==> src/rtl/calc_sequencer.sv <==
// Calculator sequencer: reads an SRAM window, adds the two lanes of each word,
// packs two sums per result word and writes them back. Optional build macro: CALC_SAT_EN.
package calc_sequencer_pkg;
  typedef enum logic [2:0] {
    S_IDLE, S_READ, S_RWAIT, S_ADD, S_WSET, S_WRITE, S_END
  } state_t;

  typedef enum logic {LOWER = 1'b0, UPPER = 1'b1} buffer_loc_t;
endpackage

module calc_sequencer
  import calc_sequencer_pkg::*;
#(
  parameter int DATA_W        = 32,
  parameter int MEM_WORD_SIZE = 64,
  parameter int ADDR_W        = 9
) (
  input  logic                     clk_i,
  input  logic                     rst_i,
  input  logic                     start_i,
  input  logic [ADDR_W-1:0]        read_start_addr_i,
  input  logic [ADDR_W-1:0]        read_end_addr_i,
  input  logic [ADDR_W-1:0]        write_start_addr_i,
  output logic                     busy_o,
  output logic                     done_o,
  output logic                     err_o,
  output logic                     overflow_o,
  output logic                     mem_re_o,
  output logic [ADDR_W-1:0]        mem_raddr_o,
  input  logic [MEM_WORD_SIZE-1:0] mem_rdata_i,
  output logic                     mem_we_o,
  output logic [ADDR_W-1:0]        mem_waddr_o,
  output logic [MEM_WORD_SIZE-1:0] mem_wdata_o
);

  state_t                    state_q;
  buffer_loc_t               loc_q;
  logic [MEM_WORD_SIZE-1:0]  buf_q, buf_d, rdata_q;
  logic [ADDR_W-1:0]         rd_addr_q, rd_end_q, wr_addr_q;
  logic                      last_q;
  logic [DATA_W:0]           sum_full;
  logic [DATA_W-1:0]         sum_d;
  logic                      carry_d, at_last_d;

  logic                      busy_q, done_q, err_q, overflow_q, mem_re_q, mem_we_q;
  logic [ADDR_W-1:0]         mem_raddr_q, mem_waddr_q;
  logic [MEM_WORD_SIZE-1:0]  mem_wdata_q;

  // NOTE: every signal gets a default at the top of always_comb so no path
  // leaves it unassigned, which would otherwise infer a latch.
  always_comb begin
    sum_full  = {1'b0, rdata_q[DATA_W-1:0]} + {1'b0, rdata_q[MEM_WORD_SIZE-1:DATA_W]};
    carry_d   = sum_full[DATA_W];
`ifdef CALC_SAT_EN
    sum_d     = carry_d ? {DATA_W{1'b1}} : sum_full[DATA_W-1:0];
`else
    sum_d     = sum_full[DATA_W-1:0];
`endif
    at_last_d = (rd_addr_q == rd_end_q);
    buf_d     = buf_q;
    // The buffer is cleared after every write, so a LOWER fill leaves the upper half zero.
    if (loc_q == LOWER) buf_d = {{(MEM_WORD_SIZE-DATA_W){1'b0}}, sum_d};
    else                buf_d = {sum_d, buf_q[DATA_W-1:0]};
  end

  // NOTE: sequential state uses non-blocking assignments only, so every
  // register samples the pre-edge values regardless of statement order.
  always_ff @(posedge clk_i) begin
    if (rst_i) begin
      state_q     <= S_IDLE;
      loc_q       <= LOWER;
      buf_q       <= '0;
      rdata_q     <= '0;
      rd_addr_q   <= '0;
      rd_end_q    <= '0;
      wr_addr_q   <= '0;
      last_q      <= 1'b0;
      busy_q      <= 1'b0;
      done_q      <= 1'b0;
      err_q       <= 1'b0;
      overflow_q  <= 1'b0;
      mem_re_q    <= 1'b0;
      mem_we_q    <= 1'b0;
      mem_raddr_q <= '0;
      mem_waddr_q <= '0;
      mem_wdata_q <= '0;
    end else begin
      mem_re_q <= 1'b0;
      mem_we_q <= 1'b0;
      done_q   <= 1'b0;
      unique case (state_q)
        S_IDLE: begin
          if (start_i) begin
            rd_addr_q  <= read_start_addr_i;
            rd_end_q   <= read_end_addr_i;
            wr_addr_q  <= write_start_addr_i;
            overflow_q <= 1'b0;
            busy_q     <= 1'b1;
            err_q      <= (read_end_addr_i < read_start_addr_i);
            if (read_end_addr_i < read_start_addr_i) begin
              done_q  <= 1'b1;
              state_q <= S_END;
            end else begin
              mem_re_q    <= 1'b1;
              mem_raddr_q <= read_start_addr_i;
              state_q     <= S_READ;
            end
          end
        end
        S_READ:  state_q <= S_RWAIT;
        S_RWAIT: begin
          rdata_q <= mem_rdata_i;
          state_q <= S_ADD;
        end
        S_ADD: begin
          buf_q      <= buf_d;
          loc_q      <= (loc_q == LOWER) ? UPPER : LOWER;
          overflow_q <= overflow_q | carry_d;
          rd_addr_q  <= rd_addr_q + ADDR_W'(1);
          last_q     <= at_last_d;
          if (loc_q == UPPER || at_last_d) begin
            mem_waddr_q <= wr_addr_q;
            mem_wdata_q <= buf_d;
            state_q     <= S_WSET;
          end else begin
            mem_re_q    <= 1'b1;
            mem_raddr_q <= rd_addr_q + ADDR_W'(1);
            state_q     <= S_READ;
          end
        end
        S_WSET: begin
          mem_we_q <= 1'b1;
          state_q  <= S_WRITE;
        end
        S_WRITE: begin
          wr_addr_q <= wr_addr_q + ADDR_W'(1);
          buf_q     <= '0;
          loc_q     <= LOWER;
          if (last_q) begin
            done_q  <= 1'b1;
            state_q <= S_END;
          end else begin
            mem_re_q    <= 1'b1;
            mem_raddr_q <= rd_addr_q;
            state_q     <= S_READ;
          end
        end
        S_END: begin
          busy_q  <= 1'b0;
          state_q <= S_IDLE;
        end
        default: begin
          busy_q  <= 1'b0;
          state_q <= S_IDLE;
        end
      endcase
    end
  end

  assign busy_o      = busy_q;
  assign done_o      = done_q;
  assign err_o       = err_q;
  assign overflow_o  = overflow_q;
  assign mem_re_o    = mem_re_q;
  assign mem_raddr_o = mem_raddr_q;
  assign mem_we_o    = mem_we_q;
  assign mem_waddr_o = mem_waddr_q;
  assign mem_wdata_o = mem_wdata_q;

endmodule

==> config.mk <==
export PLATFORM = sky130hd
export DESIGN_NAME = calc_sequencer
export DESIGN_NICKNAME = d
export VERILOG_FILES = /design/src/rtl/calc_sequencer.sv
export SDC_FILE = /design/constraint.sdc
export NUM_CORES = 1
export LEC_CHECK = 0
export CORE_UTILIZATION = 53
export CTS_CLUSTER_SIZE = 25
export DETAILED_ROUTE_END_ITERATION = 10
export PLACE_DENSITY = 0.79
export RECOVER_POWER = 100
export SLEW_MARGIN = 20
export SYNTH_ARGS = -nofsm -noshare
export SYNTH_HDL_FRONTEND = slang
export SYNTH_SLANG_ARGS = --single-unit
export TNS_END_PERCENT = 20
==> constraint.sdc <==
create_clock -name clk_i -period 2.9 [get_ports clk_i]
set_clock_uncertainty 0.05 [all_clocks]
set_input_delay 0.58 -clock clk_i [delete_from_list [all_inputs] [get_ports clk_i]]
set_output_delay 0.58 -clock clk_i [all_outputs]
set_load 0.02 [all_outputs]
==> run_results.csv <==
group,metric,value,unit
run_status,status,"finished, final reports clean",
routing,vias_per_cell,5.755,
clock_tree,tritoncts_clock_tree,"done",
clock_tree,cts_max_level,1,
timing,setup_violations,0,
floorplan,die_area,20210,µm²
routing,detail-route-antenna-nets,0,
placement,placed_cells,1682,
timing,max_slew.worst_pin.slew,1.225,ns
worst_setup_path,start_kind,"flop",
worst_setup_path,worst-path-max-fanout,3,
timing,tns,0,ns
synth,synth.net_count,1423,
routing,totalWireLength,29.01,mm
final_layout,diodes,0,
final_layout,flow.area_growth_from_synthesis,28.86,%
placement,place.gp.congestion,0.9195,
routing,route.detailed.drc,0,
clock_tree,clockBufferDepth,3,
timing,drv_slew,0,
final_layout,final_layout_size_suffix_gt1_frac,0.07923,
timing,finalHoldViolations,0,
timing,worst_slew_margin_rel,0.1836,
worst_setup_path,cp.arrival,3.19,ns
clock_tree,clk_pin_slew,0.06,ns
clock_tree,clk-insertion-delay-late,0.52,ns
power_and_ir_drop,pwr_dens,745.5,nW/µm²
grt,grt_first_pass_wirelength,46.20,mm
floorplan,die_y,142.2,µm
worst_setup_path,timing.setup.critical_path_class,"reg -> reg",
grt,grt_usage,0.2824,
final_layout,finish.net_count,1586,
synth,number_of_register_bits_inferred_by_synthesis,216,
grt,grt_overflow,0,
synth,post_synth.cell_area_avg,8.102,µm²
timing,rsz0062_at_grt,"true",
final_layout,layout.cells.non_filler,1724,
synth,async_reset_ff_frac,0,
worst_setup_path,crit_required,3.25,ns
grt,antenna_found_initial,0,
timing,min_period_over_period,0.9774,
grt,grt_start_max_net_pins,67,
run,number_of_max_cap_violations,0,
synth,cell_area_after_synthesis,10410,µm²
clock_tree,cell_at_the_root_of_the_clock_tree,"clkbuf_16",
synth,synth-warning-count,0,
grt,via_count_of_the_first_global_routing_pass,9172,
floorplan,row_count,50,
routing,wl_per_cell,16.83,µm
synth,yosysUniqueCellTypes,65,
synth,synth_instances,1285,
power_and_ir_drop,power,10.00,mW
floorplan,chipWidth,142.2,µm
min_path,hold_path.class,"reg -> reg",
synth,synth-seq-area-share,0.4153,
power_and_ir_drop,max-vdd-ir-drop,0.5421,mV
synth,commonest_register_cell_after_synthesis,"dfxtp_1",
floorplan,io_pins,182,
placement,hpwl,21.05,mm
routing,dr_total_vias,9921,
routing,drtPass1Iterations,5,
clock_tree,cts-buffers-inserted,23,
power_and_ir_drop,static-leakage-power,5.415,nW
placement,place.port_buffers,181,
worst_setup_path,end_kind,"flop",
clock_tree,cts_num_sinks,216,
timing,fmax,0.3528,GHz
timing,final.min_clock_period,2.834,ns
floorplan,core-area,18960,µm²
floorplan,initial_standard_cell_utilization_of_the_core,0.5492,
synth,synth_edf_count,0,
routing,drtIter0Drc,711,
-- cells in the mapped netlist, types with 2 or more instances --
master     number  area, µm²
a21boi_0        2      15.01
or2_1           2      12.51
nor2b_1         2      12.51
buf_2          16      80.08
o21ai_0        48      240.2
clkbuf_1       70      262.8
a211oi_1       26      195.2
and3_1         16      100.1
a211oi_2        3      37.54
or2_2           3      18.77
nand2b_1        6      37.54
nand4_1         9      56.30
nor2_1        103      386.6
o21a_1          4      30.03
a311oi_1       12      105.1
mux2_2          3      33.78
a211o_1         4      35.03
or3_1           4      25.02
xor2_1         15      131.4
a22o_1         27      236.5
dfxtp_1       216       4324
o2bb2ai_1       5      43.79
buf_1           5      18.77
o211ai_1        8      60.06
o21bai_1        3      22.52
o22ai_1         2      12.51
nor3b_1         4      30.03
nand3b_1        3      22.52
a21o_1         21      157.7
a21oi_1       171      855.8
xnor2_1        23      201.4
a221oi_1       12      105.1
o21ai_1         5      25.02
nand2_1       247      927.1
inv_1          24      90.09
nor3_1         15      75.07
ha_1           43      538.0
a22oi_1        20      150.1
nand3_1        24      120.1
nor4_1          3      18.77
and2_1          3      18.77
mux2i_1        22      220.2
a31oi_1         9      56.30
-- area by class of cell --
type	count	area [µm²]
clock buffer	31	675.6
clock inverter	10	112.6
fill	1524	5540
inverter	24	90.09
multi-input combinational	953	5715
sequential	216	4328
tap	260	325.3
timing repair buffer	230	2168
-- layout by cell type, fill, tap and decap left out, drive strengths merged, types with 5 or more instances in the layout --
master / netlist / layout
nand2: 247 / 247
dfxtp: 216 / 216
a21oi: 172 / 172
nor2: 104 / 104
clkdlybuf4s50: 0 / 91
dlygate4sd3: 0 / 89
o21ai: 54 / 54
ha: 43 / 43
clkbuf: 70 / 42
buf: 22 / 39
a211oi: 29 / 29
a22o: 27 / 27
inv: 24 / 25
nand3: 24 / 24
xnor2: 23 / 23
mux2i: 22 / 22
a21o: 21 / 21
a22oi: 20 / 20
and3: 16 / 16
nor3: 16 / 16
xor2: 15 / 15
a221oi: 13 / 13
a311oi: 13 / 13
a31oi: 9 / 9
nand4: 9 / 9
o211ai: 8 / 8
nand2b: 6 / 6
or2: 6 / 6
o2bb2ai: 5 / 5
clkinv: 0 / 5
-- logic make-up (layout without fill, tap and decap cells) --
| logic type | count (synthesis) | in the layout | share of synthesized area |
|---|---|---|---|
| buffers and inverters | 116 | 295 | 0.04447 |
| muxes | 25 | 25 | 0.02440 |
| adders and majority gates | 44 | 44 | 0.05360 |
| DFF | 216 | 216 | 0.4153 |
| AOI/OAI and AO/OA | 397 | 397 | 0.2474 |
| xor gates and xnor gates | 38 | 38 | 0.03197 |
| and+or+nand+nor | 449 | 449 | 0.1828 |
-- power breakdown --
part           internal [mW]  switching (mW)  total, mW  leakage [nW]
Sequential              3.36           0.335       3.70          1.75
Combinational           1.26            2.03       3.28          3.27
Clock                   1.81            1.21       3.02         0.388
Total                   6.43            3.57       10.0          5.42
-- state kept, by name, indices dropped and copies added (netlist names), 9 cells and up --
register	count
rd_addr_q	9
mem_waddr_o	9
rd_end_q	9
rdata_q	64
buf_q	32
mem_wdata_o	64
mem_raddr_o	9
wr_addr_q	9
-- per-stage QoR --
step | hold slack [ns] | setup WS (ns) | area (µm²) | util
finish | 0.4012 | 0.06558 | 13420 | 0.7077
global placement | 0.3776 | -0.06139 | 12580 | 0.6638
global route | 0.4240 | -0.05702 | 13420 | 0.7077
detailed placement | 0.3940 | -0.1555 | 12580 | 0.6638
CTS | 0.4047 | 0.04244 | 13370 | 0.7053
floorplan | 0.3673 | 0.2740 | 10410 | -
-- worst max-delay path, stage by stage, from the launching register on --
cell	delay (ns)
dfxtp_2	0.34
ha_4	0.16
fa_2	0.34
a21o_1	0.22
a221oi_4	0.34
a211oi_4	0.12
o211a_4	0.28
nor3_4	0.31
o21ai_2	0.12
xor2_2	0.19
a22o_1	0.24
-- worst paths after layout --
kind / start / endpoint / slack (ns) / cells after the start
worst min register to register: mem_waddr_o[8]$_SDFFE_PP0P_ / mem_waddr_o[8]$_SDFFE_PP0P_ / 0.40 / 2
worst max-delay path: rdata_q[32]$_SDFFE_PP0N_ / buf_q[30]$_SDFFE_PP0N_ / 0.07 / 10
worst max register to register: rdata_q[32]$_SDFFE_PP0N_ / buf_q[30]$_SDFFE_PP0N_ / 0.07 / 10
worst min-delay path: mem_waddr_o[8]$_SDFFE_PP0P_ / mem_waddr_o[8]$_SDFFE_PP0P_ / 0.40 / 2
-- layer usage --
metal | GRT usage | vias up | share of wire
li1 | - | 4854 | -
met1 | 0.4016 | 4596 | 0.46
met2 | 0.4425 | 415 | 0.45
met3 | 0.03466 | 56 | 0.071
met4 | 0.09281 | 0 | 0.027
met5 | 0 | - | 0
-- repair_timing --
item                                    CTS  global route
setup buffers                             0             1
hold buffers                              0             0
endpoints found under the setup margin    0            19
resized for setup                         0            14
No activity file was read; power rests on OpenSTA's default activity.
